--- config.mk ---
export PLATFORM = sky130hd
export DESIGN_NAME = serial_add_seq_flat
export DESIGN_NICKNAME = d
export VERILOG_FILES = /design/src/rtl/serial_add_seq_if.sv /design/src/rtl/serial_add_seq.sv /design/src/flat_wrapper.sv
export SDC_FILE = /design/constraint.sdc
export NUM_CORES = 1
export LEC_CHECK = 0
export ABC_AREA = 1
export CAP_MARGIN = 20
export CORE_ASPECT_RATIO = 2
export CORE_MARGIN = 2
export CORE_UTILIZATION = 55
export CTS_CLUSTER_DIAMETER = 80
export DETAILED_ROUTE_END_ITERATION = 8
export MAX_ROUTING_LAYER = met4
export PLACE_DENSITY = 0.84
export SYNTH_ARGS = -nofsm -noshare
export SYNTH_HDL_FRONTEND = slang
export SYNTH_SLANG_ARGS = --single-unit
--- constraint.sdc ---
create_clock -name clk -period 2.25 [get_ports clk]
set_input_delay 0.675 -clock clk [delete_from_list [all_inputs] [get_ports clk]]
set_output_delay 0.675 -clock clk [all_outputs]
set_load 0.03 [all_outputs]
--- src/rtl/serial_add_seq_if.sv ---
// Request/result bundle for the bit-serial adder: operands and start in,
// sum/cout with done/ack handshake out.
interface serial_add_seq_if #(
   parameter int WIDTH = 8
);
   logic             start;
   logic [WIDTH-1:0] op_a;
   logic [WIDTH-1:0] op_b;
   logic             ack;
   logic             busy;
   logic             done;
   logic [WIDTH-1:0] sum;
   logic             cout;

   modport master (
      output start, op_a, op_b, ack,
      input  busy, done, sum, cout
   );

   modport slave (
      input  start, op_a, op_b, ack,
      output busy, done, sum, cout
   );
endinterface

--- src/rtl/serial_add_seq.sv ---
// Bit-serial unsigned adder: one sum bit per clock, LSB first, through a
// single sum/carry stage with a registered carry; result held until ack.
module serial_add_seq #(
   parameter int WIDTH = 8
) (
   input  logic            clk,
   input  logic            rst_n,
   serial_add_seq_if.slave bus
);
   localparam int CNT_W = (WIDTH > 1) ? $clog2(WIDTH) : 1;
   localparam logic [CNT_W-1:0] CNT_LAST = CNT_W'(WIDTH - 1);
   localparam logic [CNT_W-1:0] CNT_ONE  = CNT_W'(1);

   typedef enum logic [1:0] {
      IDLE = 2'b00,
      RUN  = 2'b01,
      DONE = 2'b10
   } state_t;

   state_t           state_r;
   state_t           state_nxt_s;
   logic [WIDTH-1:0] a_r;
   logic [WIDTH-1:0] b_r;
   logic [WIDTH-1:0] sum_r;
   logic             carry_r;
   logic             cout_r;
   logic             busy_r;
   logic             done_r;
   logic [CNT_W-1:0] cnt_r;
   logic [1:0]       stage_s;
   logic [WIDTH-1:0] sum_shift_s;

   // Single-bit sum/carry stage: returns {carry_out, sum_bit}.
   function automatic logic [1:0] sum_carry(input logic a, input logic b, input logic c);
      logic p;
      p = a ^ b;
      return {(a & b) | (c & p), p ^ c};
   endfunction

   // Next-state selection; start is only looked at in IDLE, ack only in DONE.
   always_comb begin
      state_nxt_s = state_r;
      case (state_r)
         IDLE: begin
            if (bus.start) state_nxt_s = RUN;
            else           state_nxt_s = IDLE;
         end
         RUN: begin
            if (cnt_r == CNT_LAST) state_nxt_s = DONE;
            else                   state_nxt_s = RUN;
         end
         DONE: begin
            if (bus.ack) state_nxt_s = IDLE;
            else         state_nxt_s = DONE;
         end
         default: state_nxt_s = IDLE;
      endcase
   end

   // Current bit through the adder stage and the sum with it inserted at the MSB.
   always_comb begin
      stage_s                  = sum_carry(a_r[0], b_r[0], carry_r);
      sum_shift_s              = sum_r >> 1'b1;
      sum_shift_s[WIDTH-1]     = stage_s[0];
   end

   // State register.
   always_ff @(posedge clk or negedge rst_n) begin
      if (!rst_n) state_r <= IDLE;
      else        state_r <= state_nxt_s;
   end

   // Status flags registered from the next state so they track state_r exactly.
   always_ff @(posedge clk or negedge rst_n) begin
      if (!rst_n) begin
         busy_r <= 1'b0;
         done_r <= 1'b0;
      end else begin
         busy_r <= (state_nxt_s == RUN);
         done_r <= (state_nxt_s == DONE);
      end
   end

   // Operand capture, serial shifting, carry chain and result registers.
   always_ff @(posedge clk or negedge rst_n) begin
      if (!rst_n) begin
         a_r     <= '0;
         b_r     <= '0;
         sum_r   <= '0;
         carry_r <= 1'b0;
         cout_r  <= 1'b0;
         cnt_r   <= '0;
      end else begin
         case (state_r)
            IDLE: begin
               if (bus.start) begin
                  a_r     <= bus.op_a;
                  b_r     <= bus.op_b;
                  sum_r   <= '0;
                  carry_r <= 1'b0;
                  cout_r  <= 1'b0;
                  cnt_r   <= '0;
               end else begin
                  a_r <= a_r;
               end
            end
            RUN: begin
               a_r     <= a_r >> 1'b1;
               b_r     <= b_r >> 1'b1;
               sum_r   <= sum_shift_s;
               carry_r <= stage_s[1];
               cnt_r   <= cnt_r + CNT_ONE;
               if (cnt_r == CNT_LAST) cout_r <= stage_s[1];
               else                   cout_r <= cout_r;
            end
            DONE: begin
               sum_r <= sum_r;
            end
            default: begin
               sum_r <= sum_r;
            end
         endcase
      end
   end

   assign bus.busy = busy_r;
   assign bus.done = done_r;
   assign bus.sum  = sum_r;
   assign bus.cout = cout_r;
endmodule

--- src/flat_wrapper.sv ---
// flat-port wrapper written by rule: the top's interface ports become plain ports
module serial_add_seq_flat 
#(
   parameter int WIDTH = 8
)
  (clk, rst_n, bus_start, bus_op_a, bus_op_b, bus_ack, bus_busy, bus_done, bus_sum, bus_cout);
  serial_add_seq_if #(.WIDTH(WIDTH)) bus_i ();
  input  logic clk;
  input  logic rst_n;
  input wire logic [$bits(bus_i.start)-1:0] bus_start;
  input wire logic [$bits(bus_i.op_a)-1:0] bus_op_a;
  input wire logic [$bits(bus_i.op_b)-1:0] bus_op_b;
  input wire logic [$bits(bus_i.ack)-1:0] bus_ack;
  output wire logic [$bits(bus_i.busy)-1:0] bus_busy;
  output wire logic [$bits(bus_i.done)-1:0] bus_done;
  output wire logic [$bits(bus_i.sum)-1:0] bus_sum;
  output wire logic [$bits(bus_i.cout)-1:0] bus_cout;
  assign bus_i.start = bus_start;
  assign bus_i.op_a = bus_op_a;
  assign bus_i.op_b = bus_op_b;
  assign bus_i.ack = bus_ack;
  assign bus_busy = bus_i.busy;
  assign bus_done = bus_i.done;
  assign bus_sum = bus_i.sum;
  assign bus_cout = bus_i.cout;
  serial_add_seq #(.WIDTH(WIDTH)) u_core (.clk(clk), .rst_n(rst_n), .bus(bus_i));
endmodule
## After elaboration in Yosys (flattened, before gate mapping)

Cells that the tools add are included.

| word-level totals | value |
|---|---|
| bits in registers | 33 |

| operators by class | value |
|---|---|
| $add $sub $neg | 1 |
| equality and inequality tests | 7 |
| muxes and demuxes | 16 |
| bitwise logic cells | 5 |
| reduce and logical (&&, ||, !) cells | 4 |

Operators by type and width:

| kind | count |
|---|---|
| 8-bit one-hot mux with 2 select lines | 3 |
| 8-bit two-way mux | 3 |
| 2-bit one-hot mux with 3 select lines | 1 |
| 3-bit one-hot mux with 2 select lines | 1 |
| 2-bit by 1-bit == test with 1-bit output (second input constant) | 2 |
| 2-bit == test (second input constant) | 2 |
| 2-bit two-way mux | 2 |
| 1-bit one-hot mux with 2 select lines | 2 |
| 3-bit by 1-bit adder with 3-bit output (second input constant) | 1 |
| 3-bit == test (second input constant) | 1 |
| 1-bit two-way mux | 3 |
| 3-bit two-way mux | 1 |
| 3-bit AND reduction | 1 |
| 1-bit bitwise AND | 2 |
| 2-bit logical NOT | 1 |
| 2-bit by 1-bit inequality test with 1-bit output (second input constant) | 1 |
| 2-bit inequality test (second input constant) | 1 |
| 2-bit AND reduction | 1 |
| 2-bit nonzero test | 1 |
| 1-bit bitwise XOR | 2 |
| 1-bit bitwise OR | 1 |

## Longest topological paths before layout

Gate-level depths: netlist of run 1.

| depth | value |
|---|---|
| depth after elaboration | 5 |
| mapped depth | 6 |

## Least setup slack after synthesis of run 1

OpenSTA, ideal clock, no wires.

| timing path | value |
|---|---|
| path kind | input -> register |
| from | input port bus_start |
| to | register u_core.a_r[1] |
| setup time | 0.117 ns |
| data arrival time | 1.073 ns |
| slack | 1.059 ns |
| stages on the path | 5 |
| cells stage by stage | nand2_4 > nand2_4 > buf_6 > nand3_1 > nand2_1 |

| on the way | value |
|---|---|
| word-level cells in the longest chain between the ends | 2 |

Ends and longest elaborated chain:

| item | RTL line | source |
|---|---|---|
| from (decl) | flat_wrapper.sv:10 | `input wire logic [$bits(bus_i.start)-1:0] bus_start;` |
| 2-bit inequality test (no source line) | n/a |  |
| 2-bit AND reduction (no source line) | n/a |  |
| to (signal assigned) | serial_add_seq.sv:97 | `a_r <= bus.op_a;` |
| to (signal assigned) | serial_add_seq.sv:104 | `a_r <= a_r;` |
| to (signal assigned) | serial_add_seq.sv:108 | `a_r <= a_r >> 1'b1;` |
| to (decl) | serial_add_seq.sv:22 | `logic [WIDTH-1:0] a_r;` |

No other way between the ends.
A chain may end at the register's enable or synchronous reset.

## Final worst setup path of run 1

| timing path | value |
|---|---|
| from | register u_core.sum_r[6] (netlist: u_core.bus.sum[6]) |
| to | output port bus_sum[6] |

RTL lines:

| item | RTL line | source |
|---|---|---|
| from (decl) | serial_add_seq.sv:24 | `logic [WIDTH-1:0] sum_r;` |
| from (signal assigned) | serial_add_seq.sv:110 | `sum_r <= sum_shift_s;` |
| from (signal assigned) | serial_add_seq.sv:117 | `sum_r <= sum_r;` |
| from (signal assigned) | serial_add_seq.sv:120 | `sum_r <= sum_r;` |
| to (decl) | flat_wrapper.sv:16 | `output wire logic [$bits(bus_i.sum)-1:0] bus_sum;` |

No word-level cell between the ends.

==> results of run 1 <==
[power breakdown]
part / switching (mW) / internal (mW)
registers: 0.167 / 0.869
clock network: 0.203 / 0.242
logic: 0.817 / 0.511
[cell usage after synthesis]
master	n
o21ai_0	5
nand4_1	1
inv_2	1
inv_1	30
nor2_1	3
buf_4	3
o31ai_1	2
o21ai_1	1
buf_2	5
nand3_1	55
nand2_4	2
buf_6	4
nand2_1	50
a21oi_2	1
dfrtp_1	33
fa_1	1
ha_1	2
nand2_2	1
[routing by layer]
metal,track usage [%],wire [um],vias to the layer above
li1,-,-,686
met1,23.7,1270,640
met2,38.9,1870,44
met3,5.33,147,10
met4,12.5,104,0
met5,-,0,-
[final timing paths]
| path | endpoint | slack (ps) | cells past startpoint |
|---|---|---|---|
| min in group asynchronous | u_core.cnt_r[2] | 780 | 2 |
| worst min-delay path | u_core.cnt_r[0] | 490 | 1 |
| worst max register to register | u_core.b_r[3] | 810 | 6 |
| worst min register to register | u_core.cnt_r[0] | 490 | 1 |
| worst max-delay path | bus_sum[6] | 210 | 1 |
| max in group asynchronous | u_core.a_r[2] | 1160 | 2 |
[flip-flops by register name, summed over array words and instances, names as in the netlist]
| name | flops |
|---|---|
| u_core.a_r | 8 |
| u_core.b_r | 8 |
| u_core.bus.busy | 1 |
| u_core.bus.cout | 1 |
| u_core.bus.done | 1 |
| u_core.bus.sum | 8 |
| u_core.carry_r | 1 |
| u_core.cnt_r | 3 |
| u_core.state_r | 2 |
[cell families (layout without fill, tap and decap cells)]
| group | Yosys count | count (layout) | share of synthesized area (%) |
|---|---|---|---|
| buf+inv | 43 | 72 | 12.7 |
| flops | 33 | 33 | 50.3 |
| compound gates | 9 | 9 | 3.27 |
| fa+ha+maj | 3 | 3 | 2.74 |
| simple gates | 112 | 112 | 31.0 |
[final cells by class]
| type | instances | area (um^2) |
|---|---|---|
| Clock buffer | 7 | 86.3 |
| Timing Repair Buffer | 34 | 330 |
| Tap cell | 30 | 37.5 |
| Sequential cell | 33 | 826 |
| Inverter | 31 | 116 |
| Fill cell | 255 | 903 |
| Multi-Input combinational cell | 124 | 608 |
[per-stage QoR]
step	utilization, %	hold slack (ps)	instance area, um^2	total power, mW	worst slack (ps)
final	68.9	493	2000	2.81	208
after global routing	68.9	506	2000	3.03	187
after CTS	68.9	494	2000	2.84	210
after detailed placement	66.0	485	1920	2.38	313
after global placement	66.0	482	1920	2.33	350
after floorplan	-	379	1640	2.02	1060
==> flow_metrics.py, run 1 <==
metrics = {
    "status": {
        "status": "finished clean",
    },
    "synthesis": {
        "synth.largest_area_cell": "dfrtp_1",
        "seq_area_frac_synth_pct": 50.3,
        "synthesis.area_um2": 1640,
        "synth_top_area_share_pct": 50.3,
        "yosys_warnings": 0,
        "syn_area_per_cell_um2": 8.21,
        "ys_ff_latch": 33,
        "syn_nets": 223,
        "ys_types": 18,
        "yosys-top-cells-area": "dfrtp_1 (50%), nand3_1 (17%), nand2_1 (11%)",
        "postSynthCellCount": 200,
    },
    "placement": {
        "place_congestion": 0.790,
        "placed_cells": 252,
        "port_buffers": 30,
        "dpl.hpwl_um": 2310,
    },
    "finish": {
        "antenna_cells": 0,
        "drive_gt1_share_pct": 6.55,
        "final_net_count": 252,
        "layout_commonest_cell": "nand3_1",
        "mostFrequentLayoutCells": "nand3_1 (55), nand2_1 (50), dfrtp_1 (33), inv_1 (30), clkdlybuf4s50_1 (30)",
        "area_growth_pct": 22.0,
        "final_cells": 259,
    },
    "clock_network": {
        "post_cts_buffers": 0,
        "ctsHtreeMaxLevel": 2,
        "clkLatencyLatePin_ps": 280,
        "cts_resized": 0,
        "cts_tree": "done",
        "cts_sinks": 33,
        "ctsHoldBuffers": 0,
        "cts_buffers": 5,
        "cts_root_buf": "clkbuf_8",
        "clk_path_buf_depth": 2,
        "clkTransAtPathRegs_ps": 70,
    },
    "setup_path": {
        "crit_path_start": "u_core.bus.sum[6]",
        "worst-setup-path-type": "flop to output port",
        "critPathTopFamily": "buffers and inverters",
        "critPathMaxFanout": 3,
        "crit_buf_inv": 1,
        "critPathCaptureType": "output port",
        "worstPathRequired_ps": 1570,
        "start_kind": "flop",
        "reg2reg_from": "u_core.state_r[1]",
        "cp_slowest_cell": "clkdlybuf4s50_1",
        "path_cells": "clkdlybuf4s50_1",
        "slowest_delay_ps": 690,
        "worstPathArrival_ps": 1370,
    },
    "global_routing": {
        "grt_max_degree": 34,
        "antenna_found_initial": 0,
        "grt_overflow_total": 0,
        "grt_use_total_pct": 22.9,
        "grt_pass1_wl_um": 5780,
        "grt_pass1_vias": 1349,
    },
    "min_path": {
        "hp-class": "flop to flop",
        "holdCritStartpoint": "u_core.cnt_r[0]",
    },
    "routing": {
        "routed_wirelength_um": 3390,
        "firstDrtPassIters": 4,
        "drc": 0,
        "ant_nets": 0,
        "vias": 1380,
        "drt_iter0_drc": 53,
        "wire_per_inst_um": 13.1,
        "via_per_inst": 5.33,
    },
    "die": {
        "die_area_um2": 3470,
        "dieHeight_um": 81.3,
        "die_width_um": 42.6,
        "core_area_um2": 2910,
        "rows": 28,
        "io_pins": 31,
        "start_util_pct": 56.5,
    },
    "power_and_ir_drop": {
        "p_per_area_nw_per_um2": 1400,
        "ir_drop_v": 0.000856,
        "power.leakage_nw": 1.06,
    },
    "sta": {
        "worst_clock_skew_ps": 5.63,
        "setup_violations": 0,
        "tns_ps": 0,
        "slew-limit-headroom_pct": 51.4,
        "worst_pin_slew_ps": 726,
        "max_clock_freq_ghz": 0.490,
        "period_minus_slack_ps": 2040,
        "hold_viol_final": 0,
        "slew_violations": 0,
        "period_share_pct": 90.8,
        "rsz0062_at_grt": "no",
    },
    "job": {
        "max-cap-violations": 0,
    },
}
(Power assumes the default switching activity.)
==> run 2: changes to the inputs <==
--- a/config.mk
+++ b/config.mk
@@ -6,12 +6,12 @@
 export NUM_CORES = 1
 export LEC_CHECK = 0
 export ABC_AREA = 1
-export CAP_MARGIN = 20
 export CORE_ASPECT_RATIO = 2
 export CORE_MARGIN = 2
 export CORE_UTILIZATION = 55
 export CTS_CLUSTER_DIAMETER = 80
 export DETAILED_ROUTE_END_ITERATION = 8
+export GPL_TIMING_DRIVEN = 0
 export MAX_ROUTING_LAYER = met4
 export PLACE_DENSITY = 0.84
 export SYNTH_ARGS = -nofsm -noshare
==> run 2 against run 1 <==
Effect of this change:
- setup slack better by 0.68 ps
- wire length rose by 2.5%
- design area is 2.9% higher
- largest power group unchanged
- critical path depth stayed put
==> flow_metrics.py, run 2 (same netlist as run 1, synthesis figures left out) <==
metrics = {
    "die": {
        "start_util_pct": 56.5,
        "core_area_um2": 2910,
        "dieHeight_um": 81.3,
        "die_width_um": 42.6,
        "die_area_um2": 3470,
        "io_pins": 31,
        "rows": 28,
    },
    "global_routing": {
        "grt_pass1_wl_um": 5760,
        "antenna_found_initial": 0,
        "grt_pass1_vias": 1357,
        "grt_max_degree": 34,
        "use_met1_pct": 23.4,
        "use_met2_pct": 42.0,
        "grt_overflow_total": 0,
        "gr-usage-met3_pct": 4.67,
        "grt_use_total_pct": 23.4,
        "busiest_layer": "met2",
    },
    "finish": {
        "antenna_cells": 0,
        "final_cells": 268,
        "area_growth_pct": 25.5,
        "fill_cells": 253,
        "layout_commonest_cell": "nand3_1",
        "mostFrequentLayoutCells": "nand3_1 (55), nand2_1 (50), dfrtp_1 (33), inv_1 (30), clkdlybuf4s50_1 (29)",
        "final_net_count": 260,
        "fin_util_pct": 70.9,
        "drive_gt1_share_pct": 10.9,
    },
    "power_and_ir_drop": {
        "power.leakage_nw": 1.10,
        "p_per_area_nw_per_um2": 1400,
        "ir_drop_v": 0.000919,
    },
    "clock_network": {
        "ctsHoldBuffers": 0,
        "cts_sinks": 33,
        "clkTransAtPathRegs_ps": 70,
        "cts_tree": "done",
        "clkLatencyLatePin_ps": 290,
        "clk_path_buf_depth": 2,
        "ctsHtreeMaxLevel": 2,
        "post_cts_buffers": 0,
        "cts_root_buf": "clkbuf_8",
        "cts_resized": 0,
        "cts_buffers": 5,
    },
    "setup_path": {
        "worstPathRequired_ps": 1570,
        "crit_buf_inv": 1,
        "worstPathArrival_ps": 1370,
        "critPathTopFamily": "buffers and inverters",
        "slowest_delay_ps": 680,
        "critPathCaptureType": "output port",
        "path_cells": "clkdlybuf4s50_1",
        "start_kind": "flop",
        "worst-setup-path-type": "flop to output port",
        "cp_slowest_cell": "clkdlybuf4s50_1",
        "critPathMaxFanout": 3,
    },
    "sta": {
        "worst_pin_slew_ps": 721,
        "rsz0062_at_grt": "no",
        "period_minus_slack_ps": 2040,
        "max_clock_freq_ghz": 0.490,
        "finalWorstSetupSlack_ps": 209,
        "slew_violations": 0,
        "slew-limit-headroom_pct": 51.9,
        "setup_violations": 0,
        "period_share_pct": 90.7,
        "hold_viol_final": 0,
        "worst_clock_skew_ps": 5.45,
    },
    "routing": {
        "routed_wirelength_um": 3480,
        "drc": 0,
        "wire_per_inst_um": 13.0,
        "drt_iter0_drc": 52,
        "vias": 1442,
        "firstDrtPassIters": 4,
        "ant_nets": 0,
        "via_per_inst": 5.38,
    },
    "min_path": {
        "hp-class": "input pin to async pin",
    },
    "placement": {
        "place_congestion": 0.781,
        "placed_cells": 260,
        "port_buffers": 30,
        "place_ws_ps": 425,
        "dpl.hpwl_um": 2540,
    },
    "job": {
        "max-cap-violations": 0,
    },
    "status": {
        "status": "finished clean",
    },
}
==> run 2: report_power, final <==
group	switching [mW]	leakage, nW	internal [mW]
Clock	0.226	0.0439	0.213
Combinational	0.840	0.650	0.579
Sequential	0.166	0.411	0.869
Total	1.23	1.10	1.66
==> run 2: final cells by class <==
cell class,count,area [um^2],share of cell area (%)
Sequential cell,33,826,40.0
Multi-Input combinational cell,124,608,29.5
Timing Repair Buffer,30,295,14.3
Inverter,31,116,5.64
Buffer,12,92.6,4.49
Clock buffer,5,68.8,3.34
Tap cell,30,37.5,1.82
Clock inverter,3,17.5,0.850
==> run 2: routing by layer <==
metal | up-vias | part of all wire (%)
met3 | 7 | 4.1
li1 | 704 | -
met1 | 696 | 37
met5 | - | 0
met2 | 35 | 57
met4 | 0 | 2.0
==> run 2: final timing paths <==
check,cells past startpoint,startpoint,end,slack (ps)
max in group asynchronous,1,rst_n,u_core.carry_r,1350
max,1,u_core.bus.sum[6],bus_sum[6],210
min,1,rst_n,u_core.cnt_r[2],430
min reg2reg,1,u_core.cnt_r[0],u_core.cnt_r[0],490
max reg2reg,4,u_core.cnt_r[0],u_core.bus.done,1050
min in group clk,1,u_core.cnt_r[0],u_core.cnt_r[0],490
==> run 2: metrics by stage <==
stage | setup TNS [ps] | total power [mW] | area, um^2 | hold slack (ps)
finish | 0 | 2.89 | 2060 | 432
CTS | 0 | 2.92 | 2060 | 454
floorplan | 0 | 2.02 | 1640 | 379
global placement | -4500 | 2.42 | 1980 | 481
global route | 0 | 3.12 | 2060 | 503
detailed placement | 0 | 2.47 | 1980 | 487
